$ cat src/rtl/text_renderer.sv
// text_renderer: character-cell text overlay for a VGA-style raster.
//
// Each 8x16 cell fetches a character code from an external character RAM and a
// glyph row from an external font ROM. A 3-cycle pipeline turns the incoming
// timing counters into registered RGB444 pixels and registered output syncs.
// A blinking block cursor swaps the foreground and background colours of
// one cell.
//
// Ports:
//   pix_clk              pixel clock, the only clock
//   rst                  synchronous active-low reset
//   H_count, V_count     raster counters from the timing generator
//   H_sync, V_sync       1 = inside sync pulse
//   H_active, V_active   1 = inside visible region
//   char_addr/char_data  character RAM port (data valid one cycle after the address)
//   font_addr/font_data  font ROM port {code, glyph row}; data MSB = leftmost pixel
//   fg_color, bg_color   RGB444 text colours
//   cursor_en/col/row    cursor enable and cell position
//   vga_r/g/b, vga_hs/vs registered pixel colour and syncs
module text_renderer #(
  parameter int unsigned COLS         = 80,
  parameter int unsigned ROWS         = 30,
  parameter int unsigned BLINK_FRAMES = 30,
  parameter bit          SYNC_POL     = 1'b0
) (
  input  logic        pix_clk,
  input  logic        rst,
  input  logic [11:0] H_count,
  input  logic [11:0] V_count,
  input  logic        H_sync,
  input  logic        V_sync,
  input  logic        H_active,
  input  logic        V_active,
  output logic [11:0] char_addr,
  input  logic [7:0]  char_data,
  output logic [11:0] font_addr,
  input  logic [7:0]  font_data,
  input  logic [11:0] fg_color,
  input  logic [11:0] bg_color,
  input  logic        cursor_en,
  input  logic [6:0]  cursor_col,
  input  logic [4:0]  cursor_row,
  output logic [3:0]  vga_r,
  output logic [3:0]  vga_g,
  output logic [3:0]  vga_b,
  output logic        vga_hs,
  output logic        vga_vs
);

  localparam int unsigned FcW      = (BLINK_FRAMES > 1) ? $clog2(BLINK_FRAMES) : 1;
  localparam logic [FcW-1:0] FcLast = FcW'(BLINK_FRAMES - 1);
  localparam logic       SyncIdle = !SYNC_POL;

  if ((COLS * ROWS > 4096) || (BLINK_FRAMES < 1)) begin : g_param_check
    $error("text_renderer: COLS*ROWS must not exceed 4096 and BLINK_FRAMES must be >= 1");
  end

  // Stage 0 decode of the raster position
  logic [6:0]  col;
  logic [2:0]  px;
  logic [4:0]  row;
  logic [3:0]  gy;
  logic        visible;
  logic        in_grid;
  logic        frame_start;
  logic        cursor_hit;
  logic [11:0] cell_addr;
  logic        unused_bits;

  assign col         = H_count[9:3];
  assign px          = H_count[2:0];
  assign row         = V_count[8:4];
  assign gy          = V_count[3:0];
  assign visible     = H_active & V_active;
  assign in_grid     = (32'(col) < COLS) && (32'(row) < ROWS);
  assign frame_start = (H_count == 12'd0) && (V_count == 12'd0);
  assign cell_addr   = 12'(row) * 12'(COLS) + 12'(col);
  assign unused_bits = ^{H_count[11:10], V_count[11:9]};

  // Blink timing
  logic [FcW-1:0] frame_cnt_q, frame_cnt_d;
  logic           blink_on_q, blink_on_d;

  assign cursor_hit = cursor_en & blink_on_q & (col == cursor_col) & (row == cursor_row);

  always_comb begin
    frame_cnt_d = frame_cnt_q;
    blink_on_d  = blink_on_q;
    if (frame_start) begin
      if (frame_cnt_q == FcLast) begin
        frame_cnt_d = '0;
        blink_on_d  = ~blink_on_q;
      end else begin
        frame_cnt_d = frame_cnt_q + FcW'(1);
      end
    end
  end

  always_ff @(posedge pix_clk) begin
    if (!rst) begin
      frame_cnt_q <= '0;
      blink_on_q  <= 1'b1;
    end else begin
      frame_cnt_q <= frame_cnt_d;
      blink_on_q  <= blink_on_d;
    end
  end

  // Pipeline registers: stage 0 (address + sideband), stage 1 (font address + sideband)
  logic [3:0]  gy0_q;
  logic [2:0]  px0_q, px1_q;
  logic        hs0_q, hs1_q, vs0_q, vs1_q;
  logic        vis0_q, vis1_q, grid0_q, grid1_q, hit0_q, hit1_q;
  logic [11:0] fg0_q, fg1_q, bg0_q, bg1_q;
  logic [11:0] char_addr_q, font_addr_q;

  always_ff @(posedge pix_clk) begin
    if (!rst) begin
      char_addr_q <= '0;
      gy0_q       <= '0;
      px0_q       <= '0;
      hs0_q       <= 1'b0;
      vs0_q       <= 1'b0;
      vis0_q      <= 1'b0;
      grid0_q     <= 1'b0;
      hit0_q      <= 1'b0;
      fg0_q       <= '0;
      bg0_q       <= '0;
      font_addr_q <= '0;
      px1_q       <= '0;
      hs1_q       <= 1'b0;
      vs1_q       <= 1'b0;
      vis1_q      <= 1'b0;
      grid1_q     <= 1'b0;
      hit1_q      <= 1'b0;
      fg1_q       <= '0;
      bg1_q       <= '0;
    end else begin
      char_addr_q <= (visible && in_grid) ? cell_addr : 12'd0;
      gy0_q       <= gy;
      px0_q       <= px;
      hs0_q       <= H_sync;
      vs0_q       <= V_sync;
      vis0_q      <= visible;
      grid0_q     <= in_grid;
      hit0_q      <= cursor_hit;
      fg0_q       <= fg_color;
      bg0_q       <= bg_color;
      font_addr_q <= {char_data, gy0_q};
      px1_q       <= px0_q;
      hs1_q       <= hs0_q;
      vs1_q       <= vs0_q;
      vis1_q      <= vis0_q;
      grid1_q     <= grid0_q;
      hit1_q      <= hit0_q;
      fg1_q       <= fg0_q;
      bg1_q       <= bg0_q;
    end
  end

  assign char_addr = char_addr_q;
  assign font_addr = font_addr_q;

  // Stage 2: pixel select and colour choice; a cursor hit inverts the pixel sense
  logic        pix;
  logic [11:0] rgb_d;

  assign pix = font_data[3'd7 - px1_q];

  always_comb begin
    rgb_d = 12'h000;
    if (vis1_q) begin
      if (!grid1_q) begin
        rgb_d = bg1_q;
      end else if (pix ^ hit1_q) begin
        rgb_d = fg1_q;
      end else begin
        rgb_d = bg1_q;
      end
    end
  end

  // Stage 3: output registers
  always_ff @(posedge pix_clk) begin
    if (!rst) begin
      vga_r  <= 4'h0;
      vga_g  <= 4'h0;
      vga_b  <= 4'h0;
      vga_hs <= SyncIdle;
      vga_vs <= SyncIdle;
    end else begin
      vga_r  <= rgb_d[11:8];
      vga_g  <= rgb_d[7:4];
      vga_b  <= rgb_d[3:0];
      vga_hs <= hs1_q ^ SyncIdle;
      vga_vs <= vs1_q ^ SyncIdle;
    end
  end

endmodule

$ cat config.mk
export PLATFORM = sky130hd
export DESIGN_NAME = text_renderer
export DESIGN_NICKNAME = d
export VERILOG_FILES = /design/src/rtl/text_renderer.sv
export SDC_FILE = /design/constraint.sdc
export NUM_CORES = 1
export LEC_CHECK = 0
export ABC_AREA = 1
export ABC_CLOCK_PERIOD_IN_PS = 2000
export BUFFER_PORTS_ARGS = -buffer_cell sky130_fd_sc_hd__buf_2
export CORE_MARGIN = 4
export CORE_UTILIZATION = 40
export DETAILED_ROUTE_END_ITERATION = 10
export GPL_ROUTABILITY_DRIVEN = 0
export GPL_TIMING_DRIVEN = 0
export HOLD_SLACK_MARGIN = 0.03
export PLACE_DENSITY_LB_ADDON = 0.3
export SYNTH_ARGS = -nofsm -noshare
export SYNTH_HDL_FRONTEND = slang
export SYNTH_SLANG_ARGS = --single-unit
$ cat constraint.sdc
create_clock -name pix_clk -period 2 [get_ports pix_clk]
set_input_delay 0.1 -clock pix_clk [delete_from_list [all_inputs] [get_ports pix_clk]]
set_output_delay 0.1 -clock pix_clk [all_outputs]
set_load 0.01 [all_outputs]
==> results of run 1 <==
## kinds of logic (layout without fill, tap and decap cells)
logic type	after synthesis	in the layout	synth area share, %
flip-flops	112	112	54.01
AND/OR/NAND/NOR	231	231	23.75
adder cells (fa/ha/maj)	13	13	4.280
buffers and inverters	141	327	13.35
AO/OA/AOI/OAI	22	22	3.135
XOR/XNOR	7	7	1.477
## sequential cells by signal, indices dropped and copies added (netlist names), 5 cells and up
register and count:
bg0_q 12, bg1_q 12, char_addr 12, fg0_q 12, fg1_q 12, font_addr 12, frame_cnt_q 5
## stage by stage
| stage | worst slack, ns | hold WS [ns] | util (%) | power, mW |
|---|---|---|---|---|
| after floorplan | 0.3801 | 0.1935 | - | 2.619 |
| after global placement | 0.1290 | 0.2802 | 49.41 | 2.781 |
| after detailed placement | 0.1043 | 0.2856 | 49.41 | 2.792 |
| after CTS | 0.3952 | 0.05382 | 56.69 | 4.302 |
| after global routing | 0.2620 | 0.09120 | 56.69 | 4.456 |
| final | 0.3034 | 0.06833 | 56.69 | 4.256 |
## cell type report
| class | instances | area share, % |
|---|---|---|
| Sequential cell | 112 | 39.73 |
| Clock buffer | 9 | 2.195 |
| Tap cell | 133 | 2.949 |
| Timing Repair Buffer | 170 | 19.51 |
| Clock inverter | 7 | 1.774 |
| Buffer | 13 | 1.308 |
| Multi-Input combinational cell | 273 | 24.01 |
| Inverter | 128 | 8.514 |
## critical path, stage by stage
cell and delay [ns]:
dlygate4sd3_1 0.55, buf_2 0.15, xor2_1 0.14, a221oi_1 0.26, nand3_1 0.14, dlygate4sd3_1 0.58
nor2_1 0.09
## power by group through the flow
stage | Sequential (mW) | Combinational (mW) | Clock (mW)
global route | 2.34 | 0.543 | 1.57
finish | 2.33 | 0.481 | 1.44
floorplan | 2.39 | 0.225 | 0
CTS | 2.34 | 0.483 | 1.48
global placement | 2.38 | 0.396 | 0
detailed placement | 2.39 | 0.405 | 0
## repair_timing
| item | 4_1_cts | 5_1_grt |
|---|---|---|
| setup endpoints to repair | 0 | 0 |
| resized for setup | 0 | 0 |
| hold buffers | 50 | 0 |
| endpoints found under the hold margin | 48 | 0 |
## routing by layer
| metal | vias to the layer above | global-route usage (%) | share of wire [%] |
|---|---|---|---|
| met5 | - | 0 | 0 |
| met2 | 59 | 28.94 | 53 |
| met3 | 11 | 3.406 | 3.7 |
| met4 | 0 | 6.411 | 1.5 |
| met1 | 1598 | 17.90 | 42 |
| li1 | 1883 | - | - |
## cell usage in the layout (no fill, tap or decap), drive strengths merged
cell type / n
inv: 130
clkbuf: 9
nand2: 151
fa: 2
o22ai: 2
clkinv: 4
a211oi: 1
nor2: 49
a221oi: 3
buf: 133
nand3: 15
bufinv: 1
o21ai: 4
or2: 5
dlygate4sd3: 50
a31oi: 1
nor4: 1
xnor2: 2
a21oi: 10
dfxtp: 112
nor3: 7
ha: 11
o21a: 1
xor2: 5
nand4: 3
## how the worst max path moves through the flow
stage,to,startpoint,depth (start not counted),slack [ns]
after floorplan,char_addr[10],V_count[5],9,0.38
after global placement,char_addr[10],V_count[5],10,0.13
after detailed placement,char_addr[10],V_count[5],10,0.10
after CTS,hit0_q,H_count[5],7,0.40
after global routing,hit0_q,H_count[5],7,0.26
final,hit0_q,H_count[5],7,0.30
## cells in the mapped netlist
library cell,instances,share of area (%)
clkinv_1,1,0.090
xor2_1,5,1.1
nor2_8,1,0.48
fa_1,2,0.96
nor3_2,1,0.24
nor2_2,1,0.15
a211oi_1,1,0.18
or2_1,4,0.60
nor4_1,1,0.15
buf_6,3,0.81
nor2_1,47,4.2
buf_2,2,0.24
nand2_2,4,0.60
nor3_1,6,0.72
o21ai_1,1,0.12
nand3_2,3,0.72
xnor2_1,2,0.42
inv_2,10,0.90
a21oi_1,10,1.2
a31oi_1,1,0.15
dfxtp_1,112,54
buf_1,8,0.72
nand2_4,1,0.27
ha_1,11,3.3
nand2_1,146,13
o22ai_1,2,0.30
a221oi_1,3,0.63
o21ai_0,3,0.36
nand3_4,1,0.42
o21a_1,1,0.18
inv_1,117,11
nand3_1,11,1.3
nand4_1,3,0.45
or2_2,1,0.15
==> reports/metrics.csv, run 1 <==
metric,value,unit
post-cts-setup-buffer-count,0,
r2r_start,px1_q[0],
antenna_found_initial,0,
routed_via_density,4.202,
relSlewSlack,58.36,%
grt_max_degree,22,
hold_end,grid0_q,
fp.dieArea,0.01207,sq mm
register_area,0.002242,sq mm
antennaDiodeCount,0,
hold_path.class,input port to register,
synth_cell_type_count,34,
cp.arrival,2.01,ns
p_sw_share,25.53,%
clockRootBuffer,clkbuf_8,
drcViolationCount,0,
drive_gt1_share,23.03,%
place_inst,779,
fin_cells,845,
clkPwrFrac,33.9,%
cp_max_fo,2,
port_buffers,120,
wl_per_cell,10.66,um
cts.sinks,112,
rows,36,
crit_path_start_kind,input port,
grt_pass1_wl,14.79,mm
p_int,3.169,mW
clock.fmax,0.5894,GHz
drtAntennaViolNets,0,
ir_worst_vdd,0.0004728,V
syn_inst,526,
r2r_setup_slack,0.63,ns
critPathRequiredTime,2.31,ns
cts_max_level,3,
core,0.009955,sq mm
leakage,3.285,nW
worstSetupPathType,input port to register,
holdCritStartpoint,H_count[9],
ys_seq_elements,112,
first_pass_iters,4,
postPlaceCellArea,0.004918,sq mm
syn_nets,622,
fin_area,0.005643,sq mm
whs_path_depth,4,
die-height,109.9,um
totalWireLength,9.004,mm
hpwlAfterDp,6.545,mm
vias,3551,
syn_to_final_growth,35.93,%
multi_input_area,0.001355,sq mm
io_pins,121,
drtIter0Drc,77,
tns,0,ns
worst_pin_slew,0.6246,ns
initial_utilization,41.70,%
end_kind,register,
reg2reg_to,vga_r[3],
netlist_area,0.004151,sq mm
hold_viol_final,0,
cts_buffers,9,
overflow,0,
grt_pass1_vias,3447,
share_seq_of_total_power,54.9,%
nets,803,
n_fill_cell,917,
cap_viol_max_count,0,
cts.path.max_buffers,2,
setup_viol,0,
final_max_slew_viol_count,0,
finalCritPeriodShare,84.83,%
power_density,754.3,mW/mm^2
outcome,completed,
ys.warnings.count,0,
clk_pin_slew,0.10,ns
cts_tree,done,
avgSynthCellArea,7.893,sq um
ys_seq_area_share,54.01,%
clkLatencyLatePin,0.38,ns
layout_min_cycle_time,1.697,ns
p_sw,1.087,mW
ff2ff_path_depth,10,
die_w,109.9,um
comb_power_share,11.3,%
rsz0062_at_grt,false,
skew,0.01442,ns
grt_use_total,15.91,%
No activity file was read; power rests on OpenSTA's default activity.
==> run 2, diff against run 1 <==
Settings changed: ABC_CLOCK_PERIOD_IN_PS 2000 to 1600.
Clock period 2 ns to 1.6 ns, I/O delays scaled along.
==> run 2 against run 1 <==
Against the previous run:
- first-iteration DRC count did not move
- hold slack got worse by 0.032 ns
- clock-buffer cell count did not move
- core utilization barely moved
- clock power rose by 26%
==> reports/metrics.csv, run 2 (same netlist as run 1, synthesis figures left out) <==
metric,value,unit,change
cts.path.max_buffers,2,,unchanged
end_kind,register,,
skew,0.01344,ns,-0.0009871 ns
leakage,3.287,nW,about the same
final_common_cell,nand2_1,,
cts.sinks,112,,unchanged
grt_pass1_vias,3438,,-0.26%
ir_worst_vdd,0.0005914,V,+25%
p_int,3.963,mW,+25%
overflow,0,,unchanged
share_seq_of_total_power,54.8,%,about the same
clk_pin_slew,0.10,ns,about the same
final_cell_mix,"nand2_1, buf_2, inv_1",,
power_density,944.2,mW/mm^2,+25%
worstSetupPathType,input port to register,,
die_w,109.9,um,unchanged
rows,36,,unchanged
die-height,109.9,um,unchanged
initial_utilization,41.70,%,unchanged
drtAntennaViolNets,0,,unchanged
clkLatencyLatePin,0.38,ns,about the same
post-cts-setup-buffer-count,0,,unchanged
p_sw,1.367,mW,+26%
grt_use_total,15.99,%,+0.076 points
cts_buffers,9,,unchanged
layout_min_cycle_time,1.480,ns,
final_max_slew_viol_count,0,,unchanged
total_power,5.329,mW,+25%
rsz0062_at_grt,false,,
worst_pin_slew,0.6286,ns,+0.004008 ns
outcome,completed,,
hold_path.class,input port to register,,
totalWireLength,9.056,mm,+0.58%
fp.dieArea,0.01207,sq mm,unchanged
tns,0,ns,unchanged
comb_power_share,11.3,%,about the same
syn_to_final_growth,35.96,%,about the same
n_fill_cell,920,,+0.33%
io_pins,121,,unchanged
antenna_found_initial,0,,unchanged
cap_viol_max_count,0,,unchanged
drtIter0Drc,77,,unchanged
relSlewSlack,58.09,%,-0.27 points
cp_max_fo,5,,+3
vias,3548,,-0.084%
port_buffers,120,,unchanged
drive_gt1_share,23.35,%,+0.31 points
cts_tree,done,,
wl_per_cell,10.73,um,+0.70%
setup_ws,0.1197,ns,-0.1837 ns
clkPwrFrac,33.9,%,about the same
critPathRequiredTime,1.87,ns,-0.44 ns
setup_viol,0,,unchanged
grt_max_degree,22,,unchanged
antennaDiodeCount,0,,unchanged
hpwlAfterDp,6.545,mm,unchanged
p_sw_share,25.65,%,+0.11 points
drcViolationCount,0,,unchanged
crit_path_start_kind,input port,,
grt_pass1_wl,14.78,mm,about the same
hold_viol_final,0,,unchanged
nets,802,,-0.12%
clock.fmax,0.6755,GHz,
finalCritPeriodShare,92.52,%,
cts_max_level,3,,unchanged
clockRootBuffer,clkbuf_8,,
routed_via_density,4.204,,about the same
dpl_worst_slack,-0.2757,ns,-0.3800 ns
first_pass_iters,4,,unchanged
core,0.009955,sq mm,unchanged
cp.arrival,1.75,ns,-0.26 ns
-- run 2: what timing repair did --
action,CTS,global route
hold endpoints to repair,50,1
hold buffers,50,1
endpoints found under the setup margin,0,1
gates resized for setup,0,4
-- run 2: area by class of cell --
| cell class | count | area, sq um | area share (%) |
|---|---|---|---|
| multi-input combinational | 273 | 1361 | 24.12 |
| clock buffer | 9 | 123.9 | 2.195 |
| buffer | 13 | 73.82 | 1.308 |
| timing repair buffer | 169 | 1096 | 19.42 |
| tap | 133 | 166.4 | 2.948 |
| clock inverter | 7 | 100.1 | 1.773 |
| sequential | 112 | 2242 | 39.73 |
| inverter | 128 | 480.5 | 8.513 |
-- run 2: power by group through the flow --
stage	logic [mW]	clock network, mW	registers [mW]
2_1_floorplan	0.282	0	2.99
3_3_place_gp	0.495	0	2.98
3_5_place_dp	0.506	0	2.98
4_1_cts	0.603	1.85	2.92
5_1_grt	0.682	1.97	2.93
6_report	0.604	1.81	2.92
-- run 2: worst max-delay path, cell delays in order --
cell and delay, ns:
buf_2 0.14, ha_1 0.30, ha_1 0.22, fa_1 0.41
xnor2_1 0.14, inv_1 0.07, nand2_1 0.06, nor2_1 0.13
a21oi_1 0.08, o21a_1 0.12
-- run 2: through the flow --
| stage | area, sq um | hold slack (ns) | std cells | util [%] |
|---|---|---|---|---|
| after floorplan | 4151 | 0.1735 | 526 | - |
| after global placement | 4918 | 0.2602 | 779 | 49.41 |
| after detailed placement | 4918 | 0.2656 | 779 | 49.41 |
| after CTS | 5643 | 0.03382 | 845 | 56.69 |
| after global routing | 5644 | 0.03809 | 844 | 56.70 |
| final | 5644 | 0.03629 | 844 | 56.70 |
-- run 2: final timing paths --
path / cells past startpoint / slack [ns] / start / end
worst min-delay path: 4 / 0.04 / cursor_col[1] / hit0_q
worst min register to register: 1 / 0.38 / hs1_q / vga_hs
worst max register to register: 10 / 0.22 / px1_q[0] / vga_r[3]
worst max-delay path: 10 / 0.12 / V_count[5] / char_addr[10]
-- run 2: routing by layer --
metal	up-vias	global-route usage [%]	wire length [um]
li1	1884	-	-
met1	1580	17.80	3808
met2	65	28.47	4682
met3	19	3.699	347
met4	0	7.747	217
met5	-	0	0
==> run 3, diff against run 2 <==
Settings changed: CAP_MARGIN set to 0, REMOVE_ABC_BUFFERS set to 1.
==> run 3 against run 2 <==
Against the previous run:
- hold slack improved by 0.030 ns
- first-iteration DRC count increased by 34%
- non-clock buffer count decreased by 13
- global-route usage decreased by 0.89 points
- clock-buffer cell count unchanged
- clock power decreased by 8%
- clock skew increased by 0.0044 ns
- core utilization decreased by 0.65 points
- setup slack got worse by 0.053 ns
- power decreased by 2.8%
- combinational power decreased by 2%
- sequential share of layout area increased by 0.49 points
==> reports/metrics.csv, run 3 (same netlist as run 1, synthesis figures left out) <==
metric,value,unit,change
critPathMaxStageDelay,0.57,ns,+0.16 ns
cts_max_level,3,,unchanged
cp_max_fo,2,,-3
cts_buffers,9,,unchanged
core,0.009955,sq mm,unchanged
clkLatencyLatePin,0.37,ns,about the same
layout_min_cycle_time,1.533,ns,+0.05292 ns
final_cell_mix,"nand2_1, buf_2, inv_1",,
die-height,109.9,um,unchanged
skew,0.01788,ns,+0.004439 ns
cts_tree,done,,
cap_viol_max_count,0,,unchanged
setup_ws,0.06677,ns,-0.05292 ns
drtIter0Drc,103,,+34%
hpwlAfterDp,5.943,mm,-9.2%
initial_utilization,41.70,%,unchanged
cpMaxStageDelayCell,dlygate4sd3_1,,
vias,3490,,-1.6%
crit_buf_inv,3,,+1
cts.path.max_buffers,2,,unchanged
grt_max_degree,85,,+290%
final_common_cell,nand2_1,,
clk_pin_slew,0.11,ns,about the same
drcViolationCount,0,,unchanged
crit_path_start_kind,input port,,
r2r_setup_slack,0.24,ns,+0.02 ns
routed_via_density,4.195,,-0.22%
nets,790,,-1.5%
worst_pin_slew,0.5779,ns,-0.05072 ns
hold_slack,0.06619,ns,+0.02990 ns
cp.arrival,1.84,ns,+0.09 ns
hold_path.class,input port to register,,
totalWireLength,8.896,mm,-1.8%
dpl_worst_slack,-0.7192,ns,-0.4435 ns
syn_to_final_growth,34.39,%,
hold_viol_final,0,,unchanged
total_power,5.182,mW,-2.8%
cpMostUsedCell,dlygate4sd3_1,,
clockRootBuffer,clkbuf_8,,
ir_worst_vdd,0.0005469,V,-7.5%
grt_use_total,15.10,%,-0.89 points
io_pins,121,,unchanged
leakage,3.245,nW,-1.3%
cts.sinks,112,,unchanged
critPathRequiredTime,1.90,ns,+0.03 ns
overflow,0,,unchanged
register_area,0.002243,sq mm,about the same
first_pass_iters,4,,unchanged
cp_top_family,buffers and inverters,,
worstPathCellList,dlygate4sd3_1 -> buf_2 -> xor2_1 -> a221oi_2 -> nand3_1 -> dlygate4sd3_1 -> nor2_1,,
wl_per_cell,10.69,um,-0.35%
power_density,928.8,mW/mm^2,-1.6%
rsz0062_at_grt,false,,
grt_pass1_vias,3392,,-1.3%
antenna_found_initial,0,,unchanged
setup_viol,0,,unchanged
rows,36,,unchanged
final_max_slew_viol_count,0,,unchanged
outcome,completed,,
antennaDiodeCount,0,,unchanged
drive_gt1_share,23.61,%,+0.26 points
post-cts-setup-buffer-count,0,,unchanged
drtAntennaViolNets,0,,unchanged
fp.dieArea,0.01207,sq mm,unchanged
worstSetupPathType,input port to register,,
end_kind,register,,
n_fill_cell,927,,+0.76%
relSlewSlack,61.47,%,+3.4 points
multi_input_area,0.001388,sq mm,+1.9%
die_w,109.9,um,unchanged
grt_pass1_wl,14.35,mm,-2.9%
port_buffers,120,,unchanged
clock.fmax,0.6522,GHz,-3.5%
finalCritPeriodShare,95.83,%,+3.3 points
==> run 3: layout make-up <==
cell class                 instances  area share, %
clock buffer                       9          2.220
clock inverter                     7          1.435
inverter                         128          8.612
multi-input combinational        274          24.87
sequential                       112          40.21
tap                              133          2.983
timing repair buffer             169          19.67
==> run 3: repair_timing <==
item	4_1_cts	5_1_grt
hold buffers	49	0
pin swaps	0	1
endpoints found under the setup margin	13	13
endpoints found under the hold margin	47	0
cloned	0	1
resized for setup	1	7
==> run 3: path summary, 6_finish.rpt <==
path | end | depth (start not counted) | from
worst min register to register | vga_hs | 1 | hs1_q
worst max register to register | vga_r[1] | 9 | px1_q[0]
worst min-delay path | char_addr[11] | 3 | V_count[8]
worst max-delay path | hit0_q | 7 | H_count[5]
==> run 3: metrics by stage <==
step	area (sq um)	TNS (ns)	std cells	util (%)
after floorplan	4078	-0.004634	513	-
after global routing	5579	0	832	56.05
after global placement	4845	-11.21	766	48.67
after CTS	5542	0	831	55.67
final	5579	0	832	56.05
after detailed placement	4845	-12.11	766	48.67
==> run 3: routing by layer <==
layer,up-vias,wire length (um),GRT usage (%)
met4,0,141,5.521
met3,13,417,3.934
met2,79,4756,28.03
li1,1859,-,-
met5,-,0,0
met1,1539,3582,16.30
==> run 3: tightest hold or removal path: stages <==
cell and delay (ns):
buf_2 0.15, nand2_1 0.08, a31oi_1 0.07
==> run 3: where the power goes <==
part	internal, mW	switching [mW]	total (mW)
Clock	0.624	1.05	1.67
Combinational	0.289	0.304	0.593
Sequential	2.89	0.0294	2.92
Total	3.80	1.38	5.18
